File: config.mk
export PLATFORM = sky130hd
export DESIGN_NAME = lsb_mem_requester
export DESIGN_NICKNAME = d
export VERILOG_FILES = /design/src/rtl/lsb_mem_requester_pkg.sv /design/src/rtl/lsb_mem_requester_load_extender.sv /design/src/rtl/lsb_mem_requester.sv
export SDC_FILE = /design/constraint.sdc
export NUM_CORES = 1
export LEC_CHECK = 0
export BUFFER_PORTS_ARGS = -buffer_cell sky130_fd_sc_hd__buf_2
export CAP_MARGIN = 0
export CORE_ASPECT_RATIO = 1.25
export CORE_MARGIN = 4
export CORE_UTILIZATION = 62
export CTS_BUF_LIST = sky130_fd_sc_hd__clkbuf_8
export DETAILED_ROUTE_END_ITERATION = 8
export GPL_TIMING_DRIVEN = 0
export HOLD_SLACK_MARGIN = 0.05
export PLACE_DENSITY_LB_ADDON = 0.05
export SYNTH_ARGS = -nofsm -noshare
export SYNTH_HDL_FRONTEND = slang
export SYNTH_SLANG_ARGS = --single-unit
File: constraint.sdc
create_clock -name clk_in -period 13.9 [get_ports clk_in]
set_clock_uncertainty 0.1 [all_clocks]
set_input_delay 1.39 -clock clk_in [delete_from_list [all_inputs] [get_ports clk_in]]
set_output_delay 1.39 -clock clk_in [all_outputs]
set_load 0.03 [all_outputs]
File: src/rtl/lsb_mem_requester_pkg.sv
// rtl/lsb_mem_requester_pkg.sv - op codes, region constants and FSM state type shared by the LSB requester
package lsb_mem_requester_pkg;

    localparam logic TRUE  = 1'b1;
    localparam logic FALSE = 1'b0;

    localparam int ADDR_RANGE = 32;
    localparam int OP_W       = 6;

    localparam logic [OP_W-1:0] OP_LB  = 6'd1;
    localparam logic [OP_W-1:0] OP_LH  = 6'd2;
    localparam logic [OP_W-1:0] OP_LW  = 6'd3;
    localparam logic [OP_W-1:0] OP_LBU = 6'd4;
    localparam logic [OP_W-1:0] OP_LHU = 6'd5;
    localparam logic [OP_W-1:0] OP_SB  = 6'd6;
    localparam logic [OP_W-1:0] OP_SH  = 6'd7;
    localparam logic [OP_W-1:0] OP_SW  = 6'd8;

    // addr[17:16] selecting the memory-mapped IO window
    localparam logic [1:0] MMIO_REGION = 2'b11;

    typedef enum logic [1:0] {
        ST_IDLE       = 2'd0,
        ST_WAIT_LOAD  = 2'd1,
        ST_WAIT_STORE = 2'd2
    } req_state_e;

    function automatic logic is_mmio(input logic [ADDR_RANGE-1:0] addr);
        return addr[17:16] == MMIO_REGION;
    endfunction

endpackage

File: src/rtl/lsb_mem_requester_load_extender.sv
// rtl/lsb_mem_requester_load_extender.sv - sign/zero extension of raw controller load data by op type
module lsb_mem_requester_load_extender
    import lsb_mem_requester_pkg::*;
(
    input  logic [OP_W-1:0] op,
    input  logic [31:0]     raw,
    output logic [31:0]     data
);

    always_comb begin
        data = raw;
        case (op)
            OP_LB:   data = {{24{raw[7]}}, raw[7:0]};
            OP_LBU:  data = {24'd0, raw[7:0]};
            OP_LH:   data = {{16{raw[15]}}, raw[15:0]};
            OP_LHU:  data = {16'd0, raw[15:0]};
            default: data = raw;
        endcase
    end

endmodule

File: src/rtl/lsb_mem_requester.sv
// rtl/lsb_mem_requester.sv - in-order LSB queue issuing one load/store at a time to the memory controller; optional MMIO_GUARD_EN
module lsb_mem_requester
    import lsb_mem_requester_pkg::*;
#(
    parameter int DEPTH = 8,
    parameter int TAG_W = 4
) (
    input  logic                  clk_in,
    input  logic                  rst_in,
    input  logic                  rdy_in,
    input  logic                  roll_back,
    input  logic                  enq_valid,
    input  logic                  enq_is_store,
    input  logic [OP_W-1:0]       enq_op,
    input  logic [ADDR_RANGE-1:0] enq_addr,
    input  logic [31:0]           enq_data,
    input  logic [TAG_W-1:0]      enq_tag,
    output logic                  full,
    input  logic                  commit_valid,
    input  logic [TAG_W-1:0]      commit_tag,
    input  logic                  io_buffer_full,
    output logic                  lsb_load,
    output logic [ADDR_RANGE-1:0] load_address,
    output logic [OP_W-1:0]       op_type_load,
    input  logic                  finished_load,
    input  logic [31:0]           get_load_data,
    output logic                  lsb_store,
    output logic [ADDR_RANGE-1:0] store_address,
    output logic [OP_W-1:0]       op_type_store,
    output logic [31:0]           get_store_data,
    input  logic                  finished_store,
    output logic                  result_valid,
    output logic [TAG_W-1:0]      result_tag,
    output logic [31:0]           result_data,
    output logic                  empty
);

    localparam int IDX_W = (DEPTH > 1) ? $clog2(DEPTH) : 1;
    localparam int PTR_W = IDX_W + 1;

    logic [PTR_W-1:0]      head_q, tail_q, count;
    logic [IDX_W-1:0]      head_idx, tail_idx;
    logic [DEPTH-1:0]      ent_valid_q, ent_commit_q, ent_store_q;
    logic [OP_W-1:0]       ent_op_q   [DEPTH];
    logic [ADDR_RANGE-1:0] ent_addr_q [DEPTH];
    logic [31:0]           ent_data_q [DEPTH];
    logic [TAG_W-1:0]      ent_tag_q  [DEPTH];

    req_state_e            state_q, state_d;
    logic                  head_valid, head_store, head_commit;
    logic                  load_ok, store_ok, enq_fire, pop;
    logic [DEPTH-1:0]      commit_elig;
    logic [31:0]           ext_data;

    logic                  lsb_load_d, lsb_store_d, result_valid_d;
    logic [ADDR_RANGE-1:0] load_address_d, store_address_d;
    logic [OP_W-1:0]       op_type_load_d, op_type_store_d;
    logic [31:0]           store_data_d, result_data_d;
    logic [TAG_W-1:0]      result_tag_d;

    logic [DEPTH-1:0]      rb_valid;
    logic [PTR_W-1:0]      rb_count;
    logic [IDX_W-1:0]      rb_idx;
    logic                  rb_run;

    assign head_idx    = head_q[IDX_W-1:0];
    assign tail_idx    = tail_q[IDX_W-1:0];
    assign count       = tail_q - head_q;
    assign full        = (count == PTR_W'(DEPTH));
    assign empty       = (count == '0);
    assign enq_fire    = enq_valid && !full && !roll_back;
    assign head_valid  = ent_valid_q[head_idx];
    assign head_store  = ent_store_q[head_idx];
    assign head_commit = ent_commit_q[head_idx];

`ifdef MMIO_GUARD_EN
    logic head_mmio;
    assign head_mmio = is_mmio(ent_addr_q[head_idx]);
    // IO reads have side effects, so they wait for ROB commit like stores
    assign load_ok   = !head_mmio || head_commit;
    assign store_ok  = head_commit && !(head_mmio && io_buffer_full);

    always_comb begin
        commit_elig = '0;
        for (int i = 0; i < DEPTH; i++) begin
            commit_elig[i] = ent_store_q[i] || is_mmio(ent_addr_q[i]);
        end
    end
`else
    logic unused_io_buffer_full;
    assign unused_io_buffer_full = io_buffer_full;
    assign load_ok     = TRUE;
    assign store_ok    = head_commit;
    assign commit_elig = ent_store_q;
`endif

    lsb_mem_requester_load_extender u_load_extender (
        .op   (ent_op_q[head_idx]),
        .raw  (get_load_data),
        .data (ext_data)
    );

    // Committed entries form an unbroken run from head; roll_back keeps exactly that run.
    always_comb begin
        rb_valid = '0;
        rb_count = '0;
        rb_run   = TRUE;
        rb_idx   = '0;
        for (int k = 0; k < DEPTH; k++) begin
            rb_idx = head_idx + IDX_W'(k);
            if (rb_run && ent_valid_q[rb_idx] && ent_commit_q[rb_idx]) begin
                rb_valid[rb_idx] = TRUE;
                rb_count         = rb_count + PTR_W'(1);
            end else begin
                rb_run = FALSE;
            end
        end
    end

    always_ff @(posedge clk_in or negedge rst_in) begin
        if (!rst_in) begin
            head_q       <= '0;
            tail_q       <= '0;
            ent_valid_q  <= '0;
            ent_commit_q <= '0;
        end else if (rdy_in) begin
            if (roll_back) begin
                tail_q       <= head_q + rb_count;
                ent_valid_q  <= rb_valid;
                ent_commit_q <= rb_valid;
            end else begin
                for (int i = 0; i < DEPTH; i++) begin
                    if (commit_valid && ent_valid_q[i] && commit_elig[i] &&
                        ent_tag_q[i] == commit_tag) begin
                        ent_commit_q[i] <= TRUE;
                    end
                end
                if (enq_fire) begin
                    ent_valid_q[tail_idx]  <= TRUE;
                    ent_commit_q[tail_idx] <= FALSE;
                    tail_q                 <= tail_q + PTR_W'(1);
                end
                if (pop) begin
                    ent_valid_q[head_idx]  <= FALSE;
                    ent_commit_q[head_idx] <= FALSE;
                    head_q                 <= head_q + PTR_W'(1);
                end
            end
        end
    end

    always_ff @(posedge clk_in) begin
        if (rdy_in && enq_fire) begin
            ent_store_q[tail_idx] <= enq_is_store;
            ent_op_q[tail_idx]    <= enq_op;
            ent_addr_q[tail_idx]  <= enq_addr;
            ent_data_q[tail_idx]  <= enq_data;
            ent_tag_q[tail_idx]   <= enq_tag;
        end
    end

    // Requests are launched only from IDLE, so a finish cycle is always followed by one idle cycle.
    always_comb begin
        state_d         = state_q;
        lsb_load_d      = lsb_load;
        load_address_d  = load_address;
        op_type_load_d  = op_type_load;
        lsb_store_d     = lsb_store;
        store_address_d = store_address;
        op_type_store_d = op_type_store;
        store_data_d    = get_store_data;
        result_valid_d  = FALSE;
        result_tag_d    = result_tag;
        result_data_d   = result_data;
        pop             = FALSE;

        case (state_q)
            ST_IDLE: begin
                if (head_valid && !head_store && load_ok) begin
                    lsb_load_d     = TRUE;
                    load_address_d = ent_addr_q[head_idx];
                    op_type_load_d = ent_op_q[head_idx];
                    state_d        = ST_WAIT_LOAD;
                end else if (head_valid && head_store && store_ok) begin
                    lsb_store_d     = TRUE;
                    store_address_d = ent_addr_q[head_idx];
                    op_type_store_d = ent_op_q[head_idx];
                    store_data_d    = ent_data_q[head_idx];
                    state_d         = ST_WAIT_STORE;
                end
            end
            ST_WAIT_LOAD: begin
                if (finished_load) begin
                    lsb_load_d     = FALSE;
                    result_valid_d = TRUE;
                    result_tag_d   = ent_tag_q[head_idx];
                    result_data_d  = ext_data;
                    pop            = TRUE;
                    state_d        = ST_IDLE;
                end
            end
            ST_WAIT_STORE: begin
                if (finished_store) begin
                    lsb_store_d = FALSE;
                    pop         = TRUE;
                    state_d     = ST_IDLE;
                end
            end
            default: state_d = ST_IDLE;
        endcase

        if (roll_back) begin
            state_d        = ST_IDLE;
            lsb_load_d     = FALSE;
            lsb_store_d    = FALSE;
            result_valid_d = FALSE;
            pop            = FALSE;
        end
    end

    always_ff @(posedge clk_in or negedge rst_in) begin
        if (!rst_in) begin
            state_q        <= ST_IDLE;
            lsb_load       <= FALSE;
            load_address   <= '0;
            op_type_load   <= '0;
            lsb_store      <= FALSE;
            store_address  <= '0;
            op_type_store  <= '0;
            get_store_data <= '0;
            result_valid   <= FALSE;
            result_tag     <= '0;
            result_data    <= '0;
        end else if (rdy_in) begin
            state_q        <= state_d;
            lsb_load       <= lsb_load_d;
            load_address   <= load_address_d;
            op_type_load   <= op_type_load_d;
            lsb_store      <= lsb_store_d;
            store_address  <= store_address_d;
            op_type_store  <= op_type_store_d;
            get_store_data <= store_data_d;
            result_valid   <= result_valid_d;
            result_tag     <= result_tag_d;
            result_data    <= result_data_d;
        end
    end

endmodule
==> results of run 1 <==
-- registers in the layout, indices dropped and copies added, names as in the netlist, named ones only --
register        count
ent_addr_q        256
ent_data_q        256
ent_op_q           48
ent_tag_q          32
get_store_data     32
load_address       32
result_data        32
store_address      32
commit_elig         8
ent_commit_q        8
ent_valid_q         7
op_type_load        6
op_type_store       6
head_q              4
result_tag          4
tail_q              4
state_q             2
lsb_load            1
lsb_store           1
result_valid        1
-- stage by stage --
stage | setup TNS (ns) | hold slack, ns | std cells | util, % | area, µm²
finish | 0 | 0.369 | 3153 | 72.4 | 36700
CTS | 0 | 0.376 | 3145 | 72.3 | 36600
detailed placement | 0 | 0.363 | 2938 | 68.2 | 34500
global route | 0 | 0.402 | 3150 | 72.4 | 36600
global placement | -498.44 | 0.357 | 2903 | 67.1 | 34000
floorplan | 0 | 0.374 | 1985 | - | 31900
-- worst min-delay path: stages (launching register included) --
cell and delay [ns]:
dfrtp_1 0.33, nand2_1 0.05, nand2_1 0.06
-- synthesized netlist by cell type (8+ instances only) --
master	instances	area [µm²]
edfxtp_1	600	18000
xnor2_1	29	254
xor2_1	26	228
nand2b_1	9	56.3
inv_1	17	63.8
a31oi_1	124	776
o21a_1	8	60.1
nor2_1	169	634
dfrtp_1	173	4330
nand3_1	15	75.1
nand4_1	11	68.8
a21oi_1	49	245
mux2i_1	9	90.1
mux4_1	9	236
clkbuf_1	61	229
ha_1	21	263
and2_1	14	87.6
buf_2	37	185
mux4_2	149	3360
o22ai_1	8	50.1
nor3_1	13	65.1
nand2_1	255	957
o21ai_0	21	105
-- power by group through the flow --
stage	combinational, W	sequential [W]	clock (W)
after CTS	0.000724	0.00273	0.00171
after global placement	0.000696	0.00278	0
after global routing	0.000774	0.00275	0.00183
after floorplan	0.000235	0.00299	0
final	0.000721	0.00273	0.00169
after detailed placement	0.000724	0.00278	0
-- how the worst max path moves through the flow --
stage                     startpoint                          end  cells past startpoint
2_1_floorplan  head_q[2]$_DFFE_PN0P_     commit_elig[1]$_DFFE_PP_                      9
3_3_place_gp   head_q[2]$_DFFE_PN0P_  ent_data_q[1][31]$_DFFE_PP_                      9
3_5_place_dp   head_q[1]$_DFFE_PN0P_        tail_q[3]$_DFFE_PN0P_                     33
4_1_cts        head_q[1]$_DFFE_PN0P_        tail_q[3]$_DFFE_PN0P_                     33
5_1_grt        head_q[1]$_DFFE_PN0P_        tail_q[3]$_DFFE_PN0P_                     33
6_report       head_q[1]$_DFFE_PN0P_        tail_q[3]$_DFFE_PN0P_                     33
-- cell families (layout without fill, tap and decap cells) --
family / count (synthesis) / in the layout / synth area share, %
other: 0 / 8 / 0
adder cells (fa/ha/maj): 22 / 22 / 0.888
buffers and inverters: 134 / 636 / 1.93
AO/OA/AOI/OAI: 281 / 281 / 5.88
XOR/XNOR: 56 / 56 / 1.56
AND/OR/NAND/NOR: 541 / 541 / 7.53
multiplexers: 178 / 178 / 12.0
flip-flops: 773 / 773 / 70.2
-- layout make-up --
cell class / count / share of cell area, %
clock inverters: 84 / 1.13
inverters: 21 / 0.242
flip-flops and latches: 773 / 61.0
diodes: 8 / 0.0546
multi-input cells: 1078 / 24.4
plain buffers: 113 / 1.44
repair buffers: 295 / 4.95
well taps: 658 / 2.25
clock buffers: 123 / 4.62
-- per-layer routing --
metal  up-vias  GRT usage (%)  share of wire, %
met4        14           12.1               4.1
met1     10043           41.9                38
li1       8546              -                 -
met2       998           48.2                48
met3       193           7.05               9.5
met5         -              0              0.11
==> metrics.yaml, run 1 <==
place_ws_ns: 4.76
layout_min_cycle_time_ns: 9.21
place.port_buffers: 260
seq_power_share_pct: 53.1
pwr-share-comb_pct: 14.0
p_total_w: 0.00515
viasPerCell: 6.28
core_area_mm2: 0.0506
antenna_found_initial: 15
cts_tree: "built"
setup_viol: 0
critPathMaxFanout: 13
cts_buffers: 111
drt_wl_total_mm: 82.4
grt_pass1_vias: 20363
cp_num_buf_inv: 8
ios: 269
worstSetupStartpointType: "flop"
fmax_mhz: 109
grt_start_max_net_pins: 114
final_common_cell: "edfxtp_1"
r2r_cells: 33
area_delta_synth_final_pct: 15.1
arrival_ns: 9.68
min_from: "result_data[6]$_DFFE_PN0P_"
drcViolationCount: 0
cts-root-buf: "clkbuf_8"
clk_latency_ns: 0.71
intPower_w: 0.00372
critPathRequiredTime_ns: 14.38
status: "completed"
gp_congestion: 0.962
yosys_register_bits: 773
cp_top_family: "compound AO/OA/AOI/OAI gates"
slew_headroom_pct: 26.5
postCtsSetupBuffers: 0
hold_viol_final: 0
cp-end-kind: "flop"
reg2reg_slack_ns: 4.69
avgSynthCellArea_um2: 16.0
power_density_mw_per_mm2: 140
clockBufferDepth: 3
synth_nets: 2127
vias: 19794
seqCellArea_mm2: 0.0223
cts_resized: 0
switchingPower_w: 0.00143
ys_async_sr_fraction_pct: 22.4
ys_warn_count: 0
critPathMaxStageDelay_ns: 0.97
synthFlopType: "edfxtp_1"
routedWlPerCell_um: 26.1
clk_pin_slew_ns: 0.07
die_area_mm2: 0.0551
worstHoldEndpoint: "result_data[6]$_DFFE_PN0P_"
rows: 92
die_y_um: 261
grt.overflow.total: 0
max_cap_viol_count: 0
synth.distinct_cells: 88
postSynthCellCount: 1985
die_w_um: 211
drive_gt1_share_pct: 27.1
mostFrequentLayoutCells: "600 x edfxtp_1, 296 x buf_2, 255 x nand2_1"
worst_slew_pin_slew_ns: 1.09
reg2reg_to: "tail_q[3]$_DFFE_PN0P_"
fillers: 3285
rsz0062_at_grt: "no"
p_leak_nw: 13.6
min_period_over_period_pct: 66.2
grtUsageTotal_pct: 30.4
synth_edf_count: 600
initial_core_util_pct: 62.9
multi_input_area_mm2: 0.00893
clock-sinks: 773
rr_startpoint: "head_q[1]$_DFFE_PN0P_"
dp_hpwl_mm: 55.5
drt_pass1_iterations: 6
fin_nets: 2535
hp-class: "flop to flop"
holdBufCountCts: 0
slew_violations: 0
switching_share_pct: 27.8
ant_nets: 0
critPathMostFrequentCell: "ha_1"
drtIter0Drc: 2119
crit_slowest_cell: "o41ai_1"
grt_pass1_wl_mm: 125
crit_type: "flop to flop"
holdPathStages: 2
ys_seq_area_share_pct: 70.2
syn_area_mm2: 0.0319
power_frac_clock_pct: 32.9
cts.htree.levels: 3
irDropWorstVdd_mv: 0.114
fin_ws_ns: 4.69
Power figures use the tool's default switching activity.
==> inputs of run 2 (changes only) <==
--- a/config.mk
+++ b/config.mk
@@ -9,7 +9,7 @@
 export CAP_MARGIN = 0
 export CORE_ASPECT_RATIO = 1.25
 export CORE_MARGIN = 4
-export CORE_UTILIZATION = 62
+export CORE_UTILIZATION = 56
 export CTS_BUF_LIST = sky130_fd_sc_hd__clkbuf_8
 export DETAILED_ROUTE_END_ITERATION = 8
 export GPL_TIMING_DRIVEN = 0
==> constraint.sdc (replaced) <==
create_clock -name clk_in -period 7.9 [get_ports clk_in]
set_clock_uncertainty 0.1 [all_clocks]
set_input_delay 0.79 -clock clk_in [delete_from_list [all_inputs] [get_ports clk_in]]
set_output_delay 0.79 -clock clk_in [all_outputs]
set_load 0.03 [all_outputs]
==> run 2 against run 1 <==
Net effect: clock-buffer cell count increased by 8; hold slack worse by 0.18 ns; die area grew 10%; largest power group unchanged.
==> metrics.yaml, run 2 (same netlist as run 1, synthesis figures left out) <==
status: "completed"
area_delta_synth_final_pct: 16.3
routedWlPerCell_um: 25.8
switchingPower_w: 0.00255
rr_startpoint: "head_q[0]$_DFFE_PN0P_"
grtUsageTotal_pct: 27.5
power_frac_clock_pct: 33.8
p_leak_nw: 13.8
vias: 19600
hold_viol_final: 0
crit_type: "flop to flop"
hp-class: "input port to flop"
arrival_ns: 7.85
fin_nets: 2531
final_common_cell: "edfxtp_1"
fin_setup_tns_ns: 0
initial_core_util_pct: 56.7
worstSetupStartpointType: "flop"
r2r_cells: 32
cts.htree.levels: 3
core_area_mm2: 0.0562
fmax_mhz: 135
setup_viol: 0
reg2reg_to: "tail_q[3]$_DFFE_PN0P_"
cp_num_buf_inv: 7
worstHoldEndpoint: "result_data[4]$_DFFE_PN0P_"
fillers: 4020
reg_top3: "ent_addr_q (256), ent_data_q (256), ent_op_q (48)"
grt.overflow.total: 0
clk_latency_ns: 0.72
reg2reg_slack_ns: 0.51
mostFrequentLayoutCells: "600 x edfxtp_1, 294 x buf_2, 255 x nand2_1"
met2_wirelength_mm: 40.9
critPathRequiredTime_ns: 8.37
cp_top_family: "adder cells"
whs_ns: 0.190
gp_congestion: 0.920
layout_min_cycle_time_ns: 7.39
viasPerCell: 6.04
rows: 97
min_from: "get_load_data[4]"
clockBufferDepth: 3
drtIter0Drc: 1701
min_period_over_period_pct: 93.5
rsz0062_at_grt: "no"
pwr-share-comb_pct: 13.9
critPathMaxFanout: 15
antenna_found_initial: 17
place.port_buffers: 260
max_cap_viol_count: 0
fin_ws_ns: 0.512
crit_slowest_cell: "o41ai_4"
slew_headroom_pct: 35.0
grt_pass1_wl_mm: 126
worst_slew_pin_slew_ns: 0.974
cts-root-buf: "clkbuf_8"
cts_tree: "built"
top_layer_used: "met5"
grt_pass1_vias: 20208
p_total_w: 0.00919
die_w_um: 221
clk_pin_slew_ns: 0.06
critPathMostFrequentCell: "ha_1"
drcViolationCount: 0
place_ws_ns: -1.14
grt_start_max_net_pins: 119
die_area_mm2: 0.0608
intPower_w: 0.00664
cts_buffers: 114
drt_pass1_iterations: 6
cp-end-kind: "flop"
slew_violations: 0
m1WireLength_mm: 32.6
ios: 269
dp_hpwl_mm: 55.9
ant_nets: 0
critPathMaxStageDelay_ns: 0.50
holdPathStages: 3
met3WireLength_mm: 6.73
irDropWorstVdd_mv: 0.196
clock-sinks: 773
drt_wl_total_mm: 83.7
cp.depth: 32
die_y_um: 275
power_density_mw_per_mm2: 248
switching_share_pct: 27.7
seq_power_share_pct: 52.3
drive_gt1_share_pct: 27.7
-- run 2: worst min-delay path, cell delays in order --
cell and delay, ns:
buf_2 0.07, nand2_1 0.04, nand2_1 0.04
-- run 2: power by group through the flow --
stage                     Combinational [W]  Sequential [W]  Clock (W)
after floorplan                    0.000415         0.00525          0
after global placement              0.00123         0.00489          0
after detailed placement            0.00128         0.00489          0
after CTS                           0.00128         0.00481    0.00317
after global routing                0.00137         0.00483    0.00337
final                               0.00127         0.00481    0.00310
-- run 2: per-layer routing --
layer	up-vias	GRT usage (%)
met3	180	5.46
met2	845	44.6
met5	-	0
met1	10015	36.9
li1	8550	-
met4	10	12.4
-- run 2: how the worst max path moves through the flow --
stage / start / endpoint
after floorplan: head_q[1]$_DFFE_PN0P_ / tail_q[3]$_DFFE_PN0P_
after global placement: head_q[2]$_DFFE_PN0P_ / ent_data_q[1][6]$_DFFE_PP_
after detailed placement: head_q[1]$_DFFE_PN0P_ / tail_q[3]$_DFFE_PN0P_
after CTS: head_q[2]$_DFFE_PN0P_ / tail_q[3]$_DFFE_PN0P_
after global routing: head_q[0]$_DFFE_PN0P_ / tail_q[3]$_DFFE_PN0P_
final: head_q[0]$_DFFE_PN0P_ / tail_q[3]$_DFFE_PN0P_
-- run 2: metrics by stage --
stage	utilization (%)	instances	cell area (µm²)
final	65.9	3247	37100
after global routing	65.9	3239	37000
after CTS	65.8	3229	37000
after detailed placement	61.7	3014	34700
after global placement	60.7	2987	34100
after floorplan	-	1985	31900
-- run 2: what timing repair did --
action / in CTS / in global routing
hold buffers: 1 / 0
resized for setup: 6 / 10
endpoints found under the hold margin: 55 / 0
pin swaps: 0 / 1
buffers inserted: 0 / 4
endpoints found under the setup margin: 3 / 1
-- run 2: layout make-up --
type	count	area [µm²]	area share, %
Antenna cell	15	37.5	0.101
Clock buffer	131	1800	4.87
Clock inverter	86	439	1.19
Sequential cell	773	22300	60.3
Tap cell	742	928	2.51
Buffer	109	527	1.42
Multi-Input combinational cell	1078	8980	24.2
Timing Repair Buffer	292	1890	5.11
Inverter	21	97.6	0.263
